`config.mk`:
```
export PLATFORM = sky130hd
export DESIGN_NAME = add_driver
export DESIGN_NICKNAME = d
export VERILOG_FILES = /design/src/rtl/add_driver_pkg.sv /design/src/rtl/add_driver.sv
export SDC_FILE = /design/constraint.sdc
export NUM_CORES = 1
export LEC_CHECK = 0
export CORE_ASPECT_RATIO = 1.2
export CORE_MARGIN = 8
export CORE_UTILIZATION = 42
export CTS_CLUSTER_DIAMETER = 30
export DETAILED_ROUTE_END_ITERATION = 8
export HOLD_SLACK_MARGIN = 0.08
export PLACE_DENSITY = 0.77
export SYNTH_ARGS = -nofsm -noshare
export SYNTH_HDL_FRONTEND = slang
export SYNTH_SLANG_ARGS = --single-unit
export TNS_END_PERCENT = 100
```
`constraint.sdc`:
```
create_clock -name clock -period 1.8 [get_ports clock]
set_input_delay 0.18 -clock clock [delete_from_list [all_inputs] [get_ports clock]]
set_output_delay 0.18 -clock clock [all_outputs]
set_load 0.01 [all_outputs]
```
`src/rtl/add_driver_pkg.sv`:
```
// add_driver_pkg: shared constants and state encoding for the add/sub unit driver.
package add_driver_pkg;
    localparam int DEFAULT_WIDTH = 4;
    localparam logic OP_ADD = 1'b0;
    localparam logic OP_SUB = 1'b1;
    typedef enum logic [1:0] {IDLE, ISSUE, RESP} state_t;
endpackage

```
`src/rtl/add_driver.sv`:
```
// add_driver: initiator for the external add/sub unit with running accumulator.
// Define ADD_DRIVER_CHECK_EN to add an internal result checker driving rsp_err.
module add_driver
    import add_driver_pkg::*;
#(
    parameter int WIDTH  = DEFAULT_WIDTH,
    parameter int SETTLE = 1
) (
    input  logic             clock,
    input  logic             reset,
    input  logic             cmd_valid,
    output logic             cmd_ready,
    input  logic [WIDTH-1:0] cmd_a,
    input  logic [WIDTH-1:0] cmd_b,
    input  logic             cmd_op,
    input  logic             cmd_acc,
    output logic [WIDTH-1:0] alu_a,
    output logic [WIDTH-1:0] alu_b,
    output logic             alu_sel,
    input  logic [WIDTH-1:0] alu_out,
    output logic             rsp_valid,
    input  logic             rsp_ready,
    output logic [WIDTH-1:0] rsp_data,
    output logic             rsp_zero,
    output logic             rsp_err,
    output logic             busy
);
    state_t           state;
    logic [3:0]       cnt;
    logic [WIDTH-1:0] acc;
    logic             capture;

    assign cmd_ready = state == IDLE;
    assign rsp_valid = state == RESP;
    assign busy      = state != IDLE;
    assign capture   = state == ISSUE && cnt == '0;

    always_ff @(posedge clock) begin
        if (!reset) begin
            state    <= IDLE;
            alu_a    <= '0;
            alu_b    <= '0;
            alu_sel  <= 1'b0;
            rsp_data <= '0;
            rsp_zero <= 1'b0;
            acc      <= '0;
            cnt      <= '0;
        end else begin
            case (state)
                IDLE: if (cmd_valid) begin
                    alu_a   <= cmd_acc ? acc : cmd_a;
                    alu_b   <= cmd_b;
                    alu_sel <= cmd_op;
                    cnt     <= 4'(SETTLE - 1);
                    state   <= ISSUE;
                end
                ISSUE: if (capture) begin
                    rsp_data <= alu_out;
                    acc      <= alu_out;
                    rsp_zero <= alu_out == '0;
                    state    <= RESP;
                end else begin
                    cnt <= cnt - 4'd1;
                end
                RESP: if (rsp_ready) state <= IDLE;
                default: state <= IDLE;
            endcase
        end
    end

`ifdef ADD_DRIVER_CHECK_EN
    logic [WIDTH-1:0] expected;
    assign expected = alu_sel == OP_SUB ? alu_a - alu_b : alu_a + alu_b;
    always_ff @(posedge clock) begin
        if (!reset) rsp_err <= 1'b0;
        else if (capture) rsp_err <= expected != alu_out;
    end
`else
    assign rsp_err = 1'b0;
`endif
endmodule

```
# ---- Word level (Yosys, flattened, before mapping)
# Cells that the tools add are included.
dict set report totals {
  regBits 20
  out_inout_bits 18
  word_cells 32
}
dict set report op_classes {
  n_addsub 1
  eq_ne 6
  n_mux 8
  reduce_logical 10
}
# cell count
set op_table {}
lappend op_table {{$mux W4} 3}
lappend op_table {{$logic_not A4 Y1} 2}
lappend op_table {{$pmux W4 S2} 1}
lappend op_table {{$mux W2} 3}
lappend op_table {{$ne A2 B2 Y1 const B} 3}
lappend op_table {{$pmux W2 S3} 1}
lappend op_table {{$reduce_and A3 Y1} 2}
lappend op_table {{$reduce_and A2 Y1} 2}
lappend op_table {{$reduce_bool A2 Y1} 2}
lappend op_table {{$sub A4 B1 Y4 const B} 1}
lappend op_table {{$eq A2 B1 Y1 const B} 1}
lappend op_table {{$eq A2 B2 Y1 const B} 1}
lappend op_table {{$logic_not A2 Y1} 1}
lappend op_table {{$ne A2 B1 Y1 const B} 1}
lappend op_table {{$logic_and A1 B1 Y1} 1}

# ---- Longest topological paths before layout
# Gate-level depths: netlist (run 1).
dict set report depth {
  depth_word 4
  ltp_mapped 6
  mapped_depth_nobuf 5
}

# ---- Worst setup path before layout (run 1)
# Ideal clock, no wire load.
dict set report synth_path {
  kind {reg2reg}
  from {reg cnt[1]}
  to {reg rsp_zero}
  setup_time_ns 0.126
  t_arrival_ns 1.323
  required_ns 1.674
  slack_ns 0.351
  stages_incl_launch_ff 7
  n_path_buf 1
  cell_sequence {dfxtp_1 inv_1 ha_1 or3b_2 buf_2 o21ai_0 a21boi_0}
}
dict set report synth_between {
  elab_chain_len 3
}
# element line
set synth_rtl {}
lappend synth_rtl {{start, declared} add_driver.sv:29} ;# logic [3:0] cnt;
lappend synth_rtl {{start signal, assigned} add_driver.sv:54} ;# cnt <= 4'(SETTLE - 1);
lappend synth_rtl {{start signal, assigned} add_driver.sv:63} ;# cnt <= cnt - 4'd1;
lappend synth_rtl {{$logic_not A4 Y1} add_driver.sv:36} ;# assign capture = state == ISSUE && cnt == '0;
lappend synth_rtl {{$logic_and A1 B1 Y1} add_driver.sv:36}
lappend synth_rtl {{$reduce_and A2 Y1 (no source line)} n/a}
lappend synth_rtl {{end signal, assigned} add_driver.sv:45} ;# rsp_zero <= 1'b0;
lappend synth_rtl {{end signal, assigned} add_driver.sv:60} ;# rsp_zero <= alu_out == '0;
lappend synth_rtl {{end, declared} add_driver.sv:24} ;# output logic rsp_zero,
# Every way passes these cells.
# A chain may end at the register's enable or synchronous reset.

# ---- Worst setup path in the final report (run 1)
dict set report layout_path {
  from {reg state[1]}
  to {out cmd_ready}
}
dict set report layout_between {
  elab_chain_len 1
}
# element line
set layout_rtl {}
lappend layout_rtl {{start, declared} add_driver.sv:28} ;# state_t state;
lappend layout_rtl {{start signal, assigned} add_driver.sv:40} ;# state <= IDLE;
lappend layout_rtl {{start signal, assigned} add_driver.sv:55} ;# state <= ISSUE;
lappend layout_rtl {{start signal, assigned} add_driver.sv:61} ;# state <= RESP;
lappend layout_rtl {{$logic_not A2 Y1} add_driver.sv:33} ;# assign cmd_ready = state == IDLE;
lappend layout_rtl {{end, declared} add_driver.sv:12} ;# output logic cmd_ready,
# Every way passes these cells.

==> run_results.csv, run 1 <==
group,metric,value,unit
pwr,p_comb_frac,0.401,
clock_tree,cts_buffers,3,
floorplanning,fp-row-count,19,
final_layout,drive_gt1_frac,0.1079,
clock_tree,clk_pin_slew,110,ps
clock_tree,cts.path.max_buffers,2,
min_path,hp-class,"in2reg",
logic_synthesis,yosysWarnings,0,
global_routing,grt_max_degree,20,
timing,layout_min_cycle_time,1713,ps
pwr,power.internal,0.0009323,W
logic_synthesis,synth_fa_ha_area_frac,0.02639,
timing,setup_violations,0,
logic_synthesis,syn_avg_cell_area,8.947,µm²
logic_synthesis,synth_fp_nets,126,
routing,drt_wl_total,2345,µm
placed_design,gp_congestion,0.6999,
pwr,swShare,0.3347,
final_layout,most-common-layout-cells,"34 x clkdlybuf4s50_1, 18 x dfxtp_1, 15 x nand2_1, 11 x a21boi_0",
timing,worst_pin_slew,582.0,ps
clock_tree,cts.sinks,20,
routing,vias,873,
worst_setup_path,rrSetupSlack,250,ps
timing,finClkSkew,2.807,ps
pwr,p_leak,0.5554,nW
clock_tree,clk_latency,300,ps
final_layout,n_antenna_cell,0,
timing,period_share,0.9517,
floorplanning,start_util,0.4290,
placed_design,port_buffers,34,
timing,rsz0062_at_grt,"no",
final_layout,synthToLayoutAreaGrowth,42.61,%
worst_setup_path,worstSetupEndpointType,"output port",
pwr,pwr_density_cell,1036,nW/µm²
clock_tree,cts_tree,"yes",
pwr,p_clk_frac,0.187,
floorplanning,num_io_pins,36,
clock_tree,cts-htree-levels,1,
logic_synthesis,synthCells,106,
logic_synthesis,synth_top_flop_cell,"dfxtp_1",
worst_setup_path,crit_chain,"or2_2 -> inv_1 -> clkdlybuf4s50_1",
placed_design,dpl.hpwl,1810,µm
routing,drt_drc_violations_left,0,
timing,timing.setup.tns,0,ps
worst_setup_path,cp_data_arrival_time,1530,ps
final_layout,nets,160,
clock_tree,post_cts_buffers,0,
worst_setup_path,crit_slowest_cell,"clkdlybuf4s50_1",
logic_synthesis,async_flop_share,0,
logic_synthesis,synth-simple-area-share,0.2230,
global_routing,grt_antenna_before_repair,0,
logic_synthesis,synth_compound_area_frac,0.2243,
floorplanning,core_area,2211,µm²
logic_synthesis,synth_mux_area_frac,0.04222,
worst_setup_path,cpPeakStageDelay,520,ps
placed_design,numPlacedInstances,166,
final_layout,mostFrequentLayoutCell,"clkdlybuf4s50_1",
global_routing,grtUsageTotal,0.1293,
logic_synthesis,synthDistinctLibCells,31,
global_routing,grt_pass1_wl,4140,µm
timing,fmax,583.8,MHz
routing,first_pass_iters,6,
worst_setup_path,path_max_fanout,7,
pwr,ir_worst_vdd,0.5810,mV
floorplanning,dieArea,4041,µm²
timing,slew_headroom,0.6108,
logic_synthesis,synth-seq-cells,20,
timing,hold-worst-slack,431.8,ps
final_layout,fin_cells,170,
global_routing,grt-ovfl-total,0,
floorplanning,die_h,68.06,µm
job,drv_cap,0,
routing,vias_per_cell,5.135,
global_routing,grt_pass1_vias,957,
logic_synthesis,yosys.area_share.xor_xnor,0,
floorplanning,die_x,59.38,µm
logic_synthesis,synth_top_area_frac,0.4222,
timing,final-hold-violation-count,0,
routing,antenna_left,0,
pwr,power_switching,0.0004691,W
logic_synthesis,ys_seq_area_frac,0.4222,
clock_tree,cts_root_buffer,"clkbuf_4",
run_status,outcome,"complete, no violations",
worst_setup_path,cp.required,1620,ps
pwr,seq_power_share,0.412,
routing,first_iter_violations,24,
timing,slew_violations,0,
logic_synthesis,synth-edff-count,0,
routing,wire_per_inst,13.79,µm
logic_synthesis,synth_area_leader_cell,"dfxtp_1",
logic_synthesis,synth_area_leaders,"dfxtp_1 42%, a21boi_0 8.7%, nand2_1 5.9%, mux2i_1 4.2%, o211a_1 4.2%",
logic_synthesis,synth_top_family_by_area,"compound AO/OA/AOI/OAI gates",
worst_setup_path,critical_path_class,"reg2out",
logic_synthesis,syn_area,948.4,µm²
worst_setup_path,start_kind,"flip-flop",
==> synth_stat cells, types with 2 or more instances <==
| library cell | instances |
|---|---|
| nand3_1 | 6 |
| buf_2 | 2 |
| or3b_2 | 2 |
| or4_1 | 2 |
| mux2i_1 | 4 |
| o21ai_0 | 6 |
| nand2_1 | 15 |
| ha_1 | 2 |
| inv_1 | 5 |
| a21oi_1 | 2 |
| clkbuf_1 | 4 |
| dfxtp_1 | 20 |
| o211a_1 | 4 |
| nor3b_1 | 2 |
| nor2b_1 | 3 |
| o31ai_1 | 2 |
| a21boi_0 | 11 |
==> layer usage <==
layer	global-route usage	vias to the layer above	share of wire
met5	0	-	0
met4	0.04491	0	0.012
met1	0.1494	408	0.46
li1	-	433	-
met2	0.2189	28	0.47
met3	0.04135	4	0.054
==> layout make-up <==
type | instances | area (µm²)
inverters | 5 | 18.77
clock buffers | 4 | 36.28
multi-input cells | 73 | 493.0
well taps | 31 | 38.79
flip-flops and latches | 20 | 402.9
repair buffers | 37 | 362.8
fillers | 196 | 858.3
==> worst max-delay path: cells and delay by family (launching register included) <==
family                 cells  cell delay (ps)
AND/OR/NAND/NOR            1              300
buffers and inverters      2              570
flip-flops                 1              360
==> final timing paths <==
path / start / to / cells after the start
worst max-delay path: state[1]$_SDFFE_PN0P_ / cmd_ready / 3
worst min register to register: alu_b[0]$_SDFFE_PN0P_ / alu_b[0]$_SDFFE_PN0P_ / 2
worst min-delay path: cmd_b[0] / alu_b[0]$_SDFFE_PN0P_ / 3
worst max register to register: cnt[1]$_SDFFE_PN0P_ / rsp_zero$_SDFFE_PN0P_ / 5
==> repair_timing <==
item,in CTS,in global routing
setup endpoints to repair,0,1
hold buffers,0,0
resized for setup,0,2
==> stage by stage <==
step	utilization	worst slack, ps	total power [W]	cell area, µm²
after floorplan	-	351.5	0.0008994	948.4
after global placement	0.5942	304.4	0.001129	1314
after detailed placement	0.5942	253.9	0.001144	1314
after CTS	0.6106	42.26	0.001409	1350
after global routing	0.6118	8.115	0.001500	1353
final	0.6118	87.01	0.001401	1353
==> power groups by stage <==
stage | registers [W] | clock network, W | logic [W]
5_1_grt | 0.000591 | 0.000290 | 0.000620
4_1_cts | 0.000575 | 0.000270 | 0.000565
3_5_place_dp | 0.000583 | 0 | 0.000561
3_3_place_gp | 0.000581 | 0 | 0.000548
6_report | 0.000577 | 0.000263 | 0.000562
2_1_floorplan | 0.000589 | 0 | 0.000310
==> sequential cells by signal (all words and copies together), names as in the netlist <==
signal    flops
acc           4
alu_a         4
alu_b         4
alu_sel       1
cnt           4
rsp_zero      1
state         2
==> logic make-up (layout without fill, tap and decap cells) <==
group / Yosys count / in the layout
buffers and inverters: 13 / 46
other: 1 / 1
AO/OA/AOI/OAI: 29 / 29
adder cells (fa/ha/maj): 2 / 2
flip-flops: 20 / 20
multiplexers: 4 / 4
AND/OR/NAND/NOR: 37 / 37
Note: power is estimated with default switching activity, not from simulation.
==> run 2, diff against run 1 <==
- RECOVER_POWER: default -> 50
==> run 2 against run 1 <==
Sequential power hardly changed. Critical path depth unchanged. Worst setup slack improved by 4.7 ps. Critical path type unchanged. Non-clock buffer count unchanged. Global-route usage is the same. Highest routed layer unchanged. Die area unchanged. Combinational power shrank 4.3%. Core utilization fell by 0.57 points. Via count down 0.11%. Clock-buffer cell count stayed put. Total power decreased by 1.9%.
==> run_results.csv, run 2 (synthesized netlist as in run 1, its figures left out) <==
group,metric,value,unit
clock_tree,cts_buffers,3,
clock_tree,cts-htree-levels,1,
final_layout,synthToLayoutAreaGrowth,41.29,%
final_layout,most-common-layout-cells,"25 x clkdlybuf4s50_1, 18 x dfxtp_1, 15 x nand2_1, 11 x a21boi_0, 9 x dlygate4sd3_1",
global_routing,grt-ovfl-total,0,
worst_setup_path,path_max_fanout,7,
timing,rsz0062_at_grt,"no",
floorplanning,fp-row-count,19,
pwr,swShare,0.3403,
timing,final-hold-violation-count,0,
final_layout,drive_gt1_frac,0.08633,
global_routing,grtUsageTotal,0.1293,
pwr,pwr_density_cell,1026,nW/µm²
final_layout,fill_cells,198,
routing,first_iter_violations,23,
placed_design,pre_cts_ws,253.9,ps
final_layout,fin_cells,170,
clock_tree,clk_pin_slew,110,ps
job,drv_cap,0,
floorplanning,dieArea,4041,µm²
worst_setup_path,cp_data_arrival_time,1530,ps
timing,finalWorstSetupSlack,91.68,ps
worst_setup_path,start_kind,"flip-flop",
timing,worst_pin_slew,581.5,ps
global_routing,grt_pass1_wl,4140,µm
clock_tree,clk_latency,300,ps
pwr,power.internal,0.0009071,W
global_routing,grt_pass1_vias,957,
timing,fmax,585.4,MHz
final_layout,regArea,402.9,µm²
placed_design,gp_congestion,0.6999,
floorplanning,start_util,0.4290,
routing,vias,872,
final_layout,nets,160,
pwr,seq_power_share,0.418,
timing,period_share,0.9491,
pwr,p_leak,0.5675,nW
floorplanning,num_io_pins,36,
timing,layout_min_cycle_time,1708,ps
floorplanning,die_h,68.06,µm
pwr,p_clk_frac,0.191,
floorplanning,core_area,2211,µm²
timing,slew_violations,0,
routing,drt_wl_total,2368,µm
timing,timing.setup.tns,0,ps
final_layout,multi_input_area,488.0,µm²
timing,hold-worst-slack,431.7,ps
timing,setup_violations,0,
timing,finClkSkew,2.314,ps
floorplanning,die_x,59.38,µm
pwr,p_comb_frac,0.391,
placed_design,numPlacedInstances,166,
final_layout,n_antenna_cell,0,
routing,vias_per_cell,5.129,
final_layout,fin_area,1340,µm²
placed_design,dpl.hpwl,1810,µm
global_routing,grt_max_degree,20,
pwr,ir_worst_vdd,0.5650,mV
worst_setup_path,worstSetupEndpointType,"output port",
min_path,hp-class,"in2reg",
routing,antenna_left,0,
global_routing,grt_antenna_before_repair,0,
placed_design,port_buffers,34,
run_status,outcome,"complete, no violations",
worst_setup_path,cp.required,1620,ps
routing,drt_drc_violations_left,0,
routing,first_pass_iters,4,
routing,wire_per_inst,13.93,µm
worst_setup_path,critical_path_class,"reg2out",
final_layout,mostFrequentLayoutCell,"clkdlybuf4s50_1",
placed_design,placedInstanceArea,1314,µm²
clock_tree,post_cts_buffers,0,
clock_tree,cts.sinks,20,
clock_tree,cts_root_buffer,"clkbuf_4",
pwr,power_switching,0.0004680,W
timing,slew_headroom,0.6111,
clock_tree,cts.path.max_buffers,2,
clock_tree,cts_tree,"yes",
run 2: routing by layer:
| metal | track usage | part of all wire |
|---|---|---|
| met5 | 0 | 0 |
| met1 | 0.1494 | 0.46 |
| met4 | 0.04491 | 0.012 |
| met2 | 0.2189 | 0.47 |
| met3 | 0.04135 | 0.054 |
run 2: final timing paths:
check / cells after the start / slack (ps) / end / startpoint
hold / removal: 3 / 430 / alu_b[0]$_SDFFE_PN0P_ / cmd_b[0]
setup / recovery: 3 / 90 / cmd_ready / state[1]$_SDFFE_PN0P_
hold reg to reg: 2 / 470 / alu_b[0]$_SDFFE_PN0P_ / alu_b[0]$_SDFFE_PN0P_
setup reg to reg: 5 / 250 / cnt[3]$_SDFFE_PN0P_ / cnt[0]$_SDFFE_PN0P_
run 2: critical path: stages (launching register included):
cell             delay (ps)
dfxtp_2                 360
or2_2                   300
inv_1                    50
clkdlybuf4s50_1         520
run 2: metrics by stage:
stage | total power (W) | util
global placement | 0.001129 | 0.5942
floorplan | 0.0008994 | -
detailed placement | 0.001144 | 0.5942
finish | 0.001375 | 0.6061
global route | 0.001473 | 0.6061
CTS | 0.001409 | 0.6106
run 2: cell type report:
class	instances	area share
Tap cell	31	0.02894
Multi-Input combinational cell	73	0.3641
Clock buffer	4	0.02708
Inverter	5	0.01401
Sequential cell	20	0.3007
Timing Repair Buffer	37	0.2652
run 2: repair_timing:
item	CTS	global route
hold buffers	0	0
resized for setup	0	2
endpoints found under the setup margin	0	1
run 2: power groups by stage:
stage / logic [W] / registers [W] / clock network [W]
2_1_floorplan: 0.000310 / 0.000589 / 0
3_3_place_gp: 0.000548 / 0.000581 / 0
3_5_place_dp: 0.000561 / 0.000583 / 0
4_1_cts: 0.000565 / 0.000575 / 0.000270
5_1_grt: 0.000595 / 0.000588 / 0.000290
6_report: 0.000538 / 0.000575 / 0.000262
